**src/rtl/axi_lite_pkg.sv**
```systemverilog
// Shared types for the AXI-Lite command sequencer: response codes, FSM states, command word layout.
// The packed cmd_t is the exact word stored in the command FIFO (write, addr, data, wstrb).
package axi_lite_pkg;

    localparam logic [1:0] RESP_OKAY   = 2'b00;
    localparam logic [1:0] RESP_EXOKAY = 2'b01;
    localparam logic [1:0] RESP_SLVERR = 2'b10;
    localparam logic [1:0] RESP_DECERR = 2'b11;

    typedef enum logic [1:0] {
        IDLE  = 2'd0,
        ISSUE = 2'd1,
        WAIT  = 2'd2,
        RESP  = 2'd3
    } seq_state_t;

    typedef struct packed {
        logic        write;
        logic [31:0] addr;
        logic [31:0] data;
        logic [3:0]  wstrb;
    } cmd_t;

    localparam int CMD_W = $bits(cmd_t);

endpackage

```
**src/rtl/cmd_fifo.sv**
```systemverilog
// Synchronous FIFO, show-ahead read (head visible while o_rd_vld); a pop takes effect on the next edge.
// Writes are refused while full (o_wr_rdy=0); read and write may happen in the same cycle.
module cmd_fifo #(
    parameter int WIDTH = 69,
    parameter int DEPTH = 4
) (
    input  logic             aclk,
    input  logic             areset,
    input  logic             i_wr_vld,
    output logic             o_wr_rdy,
    input  logic [WIDTH-1:0] i_wr_dat,
    input  logic             i_rd_en,
    output logic             o_rd_vld,
    output logic [WIDTH-1:0] o_rd_dat
);

    localparam int AW = $clog2(DEPTH);

    logic [AW:0]      r_wr_ptr;
    logic [AW:0]      r_rd_ptr;
    logic [WIDTH-1:0] r_mem [DEPTH];

    logic w_full;
    logic w_empty;
    logic w_push;
    logic w_pop;

    // Extra MSB on each pointer distinguishes full (MSBs differ) from empty (identical).
    assign w_full  = (r_wr_ptr[AW] != r_rd_ptr[AW]) &&
                     (r_wr_ptr[AW-1:0] == r_rd_ptr[AW-1:0]);
    assign w_empty = (r_wr_ptr == r_rd_ptr);
    assign w_push  = i_wr_vld && !w_full;
    assign w_pop   = i_rd_en && !w_empty;

    assign o_wr_rdy = !w_full;
    assign o_rd_vld = !w_empty;
    assign o_rd_dat = r_mem[r_rd_ptr[AW-1:0]];

    always_ff @(posedge aclk or posedge areset) begin
        if (areset) begin
            r_wr_ptr <= '0;
            r_rd_ptr <= '0;
        end else begin
            if (w_push) begin
                r_wr_ptr <= r_wr_ptr + 1'b1;
            end
            if (w_pop) begin
                r_rd_ptr <= r_rd_ptr + 1'b1;
            end
        end
    end

    always_ff @(posedge aclk) begin
        if (w_push) begin
            r_mem[r_wr_ptr[AW-1:0]] <= i_wr_dat;
        end
    end

endmodule

```
**src/rtl/axi_lite_cmd_sequencer.sv**
```systemverilog
// Buffers register commands and issues them one at a time to an AXI-Lite master; pop-to-start is 1 cycle.
// cmd_ready drops only when the FIFO is full; the response is held until rsp_ready.
module axi_lite_cmd_sequencer
    import axi_lite_pkg::*;
#(
    parameter int FIFO_DEPTH = 4,
    parameter int TIMEOUT    = 1024
) (
    input  logic        aclk,
    input  logic        areset,
    input  logic        cmd_valid,
    output logic        cmd_ready,
    input  logic        cmd_write,
    input  logic [31:0] cmd_addr,
    input  logic [31:0] cmd_data,
    input  logic [3:0]  cmd_wstrb,
    output logic        start_read,
    output logic        start_write,
    output logic [31:0] addr,
    output logic [31:0] data,
    output logic [3:0]  wstrb,
    input  logic        bvalid,
    input  logic        bready,
    input  logic [1:0]  bresp,
    input  logic        rvalid,
    input  logic        rready,
    input  logic [1:0]  rresp,
    input  logic [31:0] rdata,
    output logic        rsp_valid,
    input  logic        rsp_ready,
    output logic        rsp_write,
    output logic [1:0]  rsp_resp,
    output logic [31:0] rsp_rdata,
    output logic        rsp_timeout,
    output logic        busy
);

    localparam int              TW       = $clog2(TIMEOUT) + 1;
    localparam logic [TW-1:0]   TMO_LAST = TW'(TIMEOUT - 1);

    cmd_t        w_push_dat;
    cmd_t        w_head;
    logic        w_fifo_rdy;
    logic        w_fifo_vld;
    logic        w_pop;
    logic        w_b_hs;
    logic        w_r_hs;

    seq_state_t  r_state;
    logic        r_op_write;
    logic        r_start_read;
    logic        r_start_write;
    logic [31:0] r_addr;
    logic [31:0] r_data;
    logic [3:0]  r_wstrb;
    logic [TW-1:0] r_timer;
    logic        r_rsp_valid;
    logic        r_rsp_write;
    logic [1:0]  r_rsp_resp;
    logic [31:0] r_rsp_rdata;
    logic        r_rsp_timeout;

    assign w_push_dat = {cmd_write, cmd_addr, cmd_data, cmd_wstrb};
    assign w_pop      = (r_state == IDLE) && w_fifo_vld;

    // Only the channel matching the in-flight operation can complete it.
    assign w_b_hs = r_op_write  && bvalid && bready;
    assign w_r_hs = !r_op_write && rvalid && rready;

    cmd_fifo #(
        .WIDTH (CMD_W),
        .DEPTH (FIFO_DEPTH)
    ) u_cmd_fifo (
        .aclk     (aclk),
        .areset   (areset),
        .i_wr_vld (cmd_valid),
        .o_wr_rdy (w_fifo_rdy),
        .i_wr_dat (w_push_dat),
        .i_rd_en  (w_pop),
        .o_rd_vld (w_fifo_vld),
        .o_rd_dat (w_head)
    );

    always_ff @(posedge aclk or posedge areset) begin
        if (areset) begin
            r_state       <= IDLE;
            r_op_write    <= 1'b0;
            r_start_read  <= 1'b0;
            r_start_write <= 1'b0;
            r_addr        <= '0;
            r_data        <= '0;
            r_wstrb       <= '0;
            r_timer       <= '0;
            r_rsp_valid   <= 1'b0;
            r_rsp_write   <= 1'b0;
            r_rsp_resp    <= RESP_OKAY;
            r_rsp_rdata   <= '0;
            r_rsp_timeout <= 1'b0;
        end else begin
            case (r_state)
                IDLE: begin
                    if (w_fifo_vld) begin
                        r_op_write    <= w_head.write;
                        r_addr        <= w_head.addr;
                        r_data        <= w_head.data;
                        r_wstrb       <= w_head.wstrb;
                        r_start_write <= w_head.write;
                        r_start_read  <= !w_head.write;
                        r_state       <= ISSUE;
                    end
                end
                ISSUE: begin
                    r_start_write <= 1'b0;
                    r_start_read  <= 1'b0;
                    r_timer       <= '0;
                    r_state       <= WAIT;
                end
                WAIT: begin
                    // Handshake is tested first so it wins a tie with the timeout.
                    if (w_b_hs) begin
                        r_rsp_write   <= 1'b1;
                        r_rsp_resp    <= bresp;
                        r_rsp_rdata   <= '0;
                        r_rsp_timeout <= 1'b0;
                        r_rsp_valid   <= 1'b1;
                        r_state       <= RESP;
                    end else if (w_r_hs) begin
                        r_rsp_write   <= 1'b0;
                        r_rsp_resp    <= rresp;
                        r_rsp_rdata   <= rdata;
                        r_rsp_timeout <= 1'b0;
                        r_rsp_valid   <= 1'b1;
                        r_state       <= RESP;
                    end else if (r_timer == TMO_LAST) begin
                        r_rsp_write   <= r_op_write;
                        r_rsp_resp    <= RESP_SLVERR;
                        r_rsp_rdata   <= '0;
                        r_rsp_timeout <= 1'b1;
                        r_rsp_valid   <= 1'b1;
                        r_state       <= RESP;
                    end else if (r_timer != {TW{1'b1}}) begin
                        r_timer <= r_timer + 1'b1;
                    end
                end
                RESP: begin
                    if (rsp_ready) begin
                        r_rsp_valid <= 1'b0;
                        r_state     <= IDLE;
                    end
                end
                default: begin
                    r_state <= IDLE;
                end
            endcase
        end
    end

    assign cmd_ready   = w_fifo_rdy;
    assign start_read  = r_start_read;
    assign start_write = r_start_write;
    assign addr        = r_addr;
    assign data        = r_data;
    assign wstrb       = r_wstrb;
    assign rsp_valid   = r_rsp_valid;
    assign rsp_write   = r_rsp_write;
    assign rsp_resp    = r_rsp_resp;
    assign rsp_rdata   = r_rsp_rdata;
    assign rsp_timeout = r_rsp_timeout;
    assign busy        = w_fifo_vld || (r_state != IDLE);

endmodule
```
**config.mk**
```make
export PLATFORM = sky130hd
export DESIGN_NAME = axi_lite_cmd_sequencer
export DESIGN_NICKNAME = d
export VERILOG_FILES = /design/src/rtl/axi_lite_pkg.sv /design/src/rtl/cmd_fifo.sv /design/src/rtl/axi_lite_cmd_sequencer.sv
export SDC_FILE = /design/constraint.sdc
export NUM_CORES = 1
export LEC_CHECK = 0
export BUFFER_PORTS_ARGS = -buffer_cell sky130_fd_sc_hd__buf_2
export CAP_MARGIN = 20
export CORE_AREA = 10 10 179 181
export CTS_CLUSTER_SIZE = 30
export DETAILED_ROUTE_END_ITERATION = 6
export DIE_AREA = 0 0 189 191
export PLACE_DENSITY = 0.76
export SYNTH_ARGS = -nofsm -noshare
export SYNTH_HDL_FRONTEND = slang
export SYNTH_SLANG_ARGS = --single-unit
```
**constraint.sdc**
```tcl
create_clock -name aclk -period 4.8 [get_ports aclk]
set_input_delay 0.48 -clock aclk [delete_from_list [all_inputs] [get_ports aclk]]
set_output_delay 0.48 -clock aclk [all_outputs]
set_load 0.05 [all_outputs]
```
==> qor.csv <==
stage;metric;value;unit
status;status;finished, final reports clean;
synthesis;cell taking the most area after synthesis;edfxtp_1;
synthesis;Synth top area share;0.540;
flow_run;Max Cap Viol;0;
sta;Worst-Margin Slew;998;ps
routing;drt via density;5.55;
synthesis;sequential area share after synthesis;0.747;
synthesis;Synth Cell Area;15400;um^2
floorplanning;Core Box Area;28500;um^2
clock_network;post-cts repair resize count;0;
sta;Final Max Slew Viols;0;
floorplanning;Starting Density;0.539;
grt;initial antenna violation count;7;
sta;Worst slew margin;0.335;
grt;GRT Residual Overflow;0;
synthesis;main combinational cell family by area after synthesis;multiplexers;
grt;pin count of the biggest net entering global routing;96;
floorplanning;Top-Level Pins;222;
sta;Final Critical Period;3180;ps
pwr;Max VDD drop;0.492;mV
layout;nets;1135;
synthesis;post-synthesis adder-cell area fraction;0.00896;
synthesis;post-synthesis register bit count;403;
synthesis;XOR/XNOR Fraction of Synth Area;0.00660;
placement;GP Congestion;0.793;
routing;DRC violations left;0;
synthesis;YS warnings;0;
synthesis;Mapped Cells;769;
placement;I/O Buffers;221;
worst_setup_path;reg2reg path depth;4;
synthesis;mux cell area share after synthesis;0.157;
layout;flip-flop and latch area;11500;um^2
pwr;pwr dens;736;nW/um^2
sta;setup TNS;0;ps
routing;Pre-antenna DRT Iters;4;
synthesis;most frequent cells after synthesis;276 x edfxtp_1, 127 x dfrtp_1, 69 x mux4_2;
sta;Worst Skew;15.2;ps
layout;Fillers;2008;
synthesis;post-synthesis area per instance;20.0;um^2
clock_network;CTS Sinks;403;
clock_network;worst-skew pair later-pin latency;520;ps
clock_network;TritonCTS Buffers;41;
synthesis;Synth Area in Compound Gates;0.0308;
routing;final wirelength;31000;um
grt;Tot GR Track Use;0.172;
sta;final hold violation count;0;
synthesis;Netlist cell types;51;
placement;HPWL after detailed placement;19300;um
routing;DR WL/cell;21.7;um
min_path;worst hold path class;in -> async;
floorplanning;Die X;189;um
floorplanning;row cnt;62;
worst_setup_path;worst-path fanout max;52;
layout;P&R area growth vs syn;18.2;%
grt;number of global-route vias before repair;8572;
worst_setup_path;startpoint types;flip-flop;
pwr;Pwr Total;13.4;mW
clock_network;hold buffers post-CTS;0;
worst_setup_path;reg-to-reg setup timing slack;1620;ps
synthesis;Synth Area in Simple Gates;0.0328;
routing;vias;7924;
worst_setup_path;CP Capture Type;flip-flop;
worst_setup_path;critical path data required time;4990;ps
synthesis;EDFF count, synth;276;
clock_network;Clock Path Buffers;3;
layout;multi-input logic area;3640;um^2
worst_setup_path;worst r2r dst;u_cmd_fifo.r_mem[0][48];
synthesis;largest cells by area after synthesis;edfxtp_1 54%, dfrtp_1 21%, mux4_2 10%;
synthesis;syn_nets;893;
worst_setup_path;Crit Path Class;reg -> reg;
floorplanning;die area;36100;um^2
clock_network;CTS tree;done;
layout;share of cells above drive strength 1;0.420;
routing;Routed Antenna Nets;0;
grt;first-pass GRT wire length;49000;um
sta;Max Fclk;315;MHz
clock_network;Clock transition at path regs;60;ps
sta;fin crit share;0.662;
worst_setup_path;arrival time worst endpoint;3370;ps
worst_setup_path;CP cell instances;xnor2_1, a31oi_1, and2_4, buf_4;
clock_network;CTS root buf;clkbuf_16;
pwr;LEAKAGE;7.33;nW
floorplanning;Die Height;191;um
routing;DR iter-0 viols;460;
synthesis;Top FF cell, synth;edfxtp_1;
synthesis;top-count cell post-synth;edfxtp_1;
worst_setup_path;slowest CP cell;and2_4;
layout;utilization after layout;0.637;
synthesis;Post-synth ARST share;0.315;
worst_setup_path;RR Startpoint;u_cmd_fifo.r_rd_ptr[0];
worst_setup_path;Max stage delay on crit path;840;ps
sta;RSZ-0062 raised after global routing;false;
clock_network;H-tree depth;2;
sta;Final setup viols;0;
clock_network;postcts setup bufs;0;
-- report_power, final --
group / switching, mW / total, mW / internal (mW) / leakage (nW)
clock: 1.23 / 2.99 / 1.76 / 0.624
combinational: 3.24 / 5.00 / 1.76 / 2.61
sequential: 0.537 / 5.38 / 4.84 / 4.10
total: 5.01 / 13.4 / 8.36 / 7.33
-- worst max-delay path: cells and delay by family, from the launching register on --
| family | cells | cell delay [ps] |
|---|---|---|
| simple gates | 1 | 840 |
| flops | 1 | 830 |
| compound gates | 1 | 550 |
| buf+inv | 1 | 410 |
| xor+xnor | 1 | 170 |
-- state kept, by name (all words and copies together), names as in the netlist, 3 cells and up --
name / count
data: 32
r_timer: 11
addr: 32
wstrb: 4
u_cmd_fifo.r_rd_ptr: 3
u_cmd_fifo.r_wr_ptr: 3
u_cmd_fifo.r_mem: 276
rsp_rdata: 32
-- logic make-up (layout without fill, tap and decap cells) --
| group | after synthesis | after routing |
|---|---|---|
| other | 0 | 3 |
| AND/OR/NAND/NOR | 89 | 89 |
| adder cells (fa/ha/maj) | 11 | 11 |
| XOR/XNOR | 9 | 9 |
| multiplexers | 146 | 146 |
| buffers and inverters | 48 | 321 |
| AO/OA/AOI/OAI | 63 | 63 |
| flip-flops | 403 | 403 |
-- layout by cell type (no fill, tap or decap), types with 4 or more instances in the layout --
cell type,Yosys,final
a21o_1,32,32
a21oi_1,5,5
and2_4,0,4
and3_1,34,34
buf_2,10,221
buf_4,2,12
clkbuf_1,14,12
clkbuf_16,0,42
clkinv_1,0,8
clkinv_2,0,6
dfrtp_1,127,125
edfxtp_1,276,276
ha_1,11,11
inv_1,13,12
mux2_1,7,7
mux2_2,66,66
mux2i_1,4,4
mux4_2,69,69
nand2_1,12,12
nand3_1,10,10
nor2_1,7,7
nor3_1,4,4
o21ai_0,5,5
xnor2_1,4,4
-- per-layer routing --
| metal | vias up | track usage | part of all wire |
|---|---|---|---|
| li1 | 3532 | - | - |
| met1 | 4094 | 0.220 | 0.42 |
| met2 | 255 | 0.285 | 0.49 |
| met3 | 37 | 0.0525 | 0.076 |
| met4 | 6 | 0.0382 | 0.016 |
| met5 | - | 0 | 0.0011 |
-- stage by stage --
step | hold WS [ps] | area (um^2) | cells | worst slack [ps]
2_1_floorplan | 483 | 15400 | 769 | 936
3_3_place_gp | 453 | 16900 | 1352 | 1670
3_5_place_dp | 459 | 16900 | 1352 | 1560
4_1_cts | 155 | 18100 | 1426 | 1550
5_1_grt | 162 | 18100 | 1428 | 1330
6_report | 162 | 18100 | 1429 | 1620
-- worst max-delay path by stage --
| stage | from | to | slack [ps] | cells after the start |
|---|---|---|---|---|
| after global placement | u_cmd_fifo.r_rd_ptr[0] | u_cmd_fifo.r_mem[0][45] | 1670 | 4 |
| after floorplan | areset | addr[0] | 940 | 1 |
| after CTS | u_cmd_fifo.r_rd_ptr[0] | u_cmd_fifo.r_mem[0][48] | 1550 | 4 |
| after detailed placement | u_cmd_fifo.r_rd_ptr[0] | u_cmd_fifo.r_mem[0][45] | 1560 | 4 |
| final | u_cmd_fifo.r_rd_ptr[0] | u_cmd_fifo.r_mem[0][48] | 1620 | 4 |
| after global routing | u_cmd_fifo.r_rd_ptr[0] | u_cmd_fifo.r_mem[0][48] | 1330 | 4 |
-- layout make-up --
class                      count  share of cell area
sequential                   403               0.632
multi-input combinational    318               0.201
timing repair buffer         234              0.0670
clock buffer                  57              0.0627
tap                          384              0.0265
clock inverter                17             0.00752
inverter                      13             0.00296
antenna                        3            0.000414
Note: power is estimated with default switching activity, not from simulation.
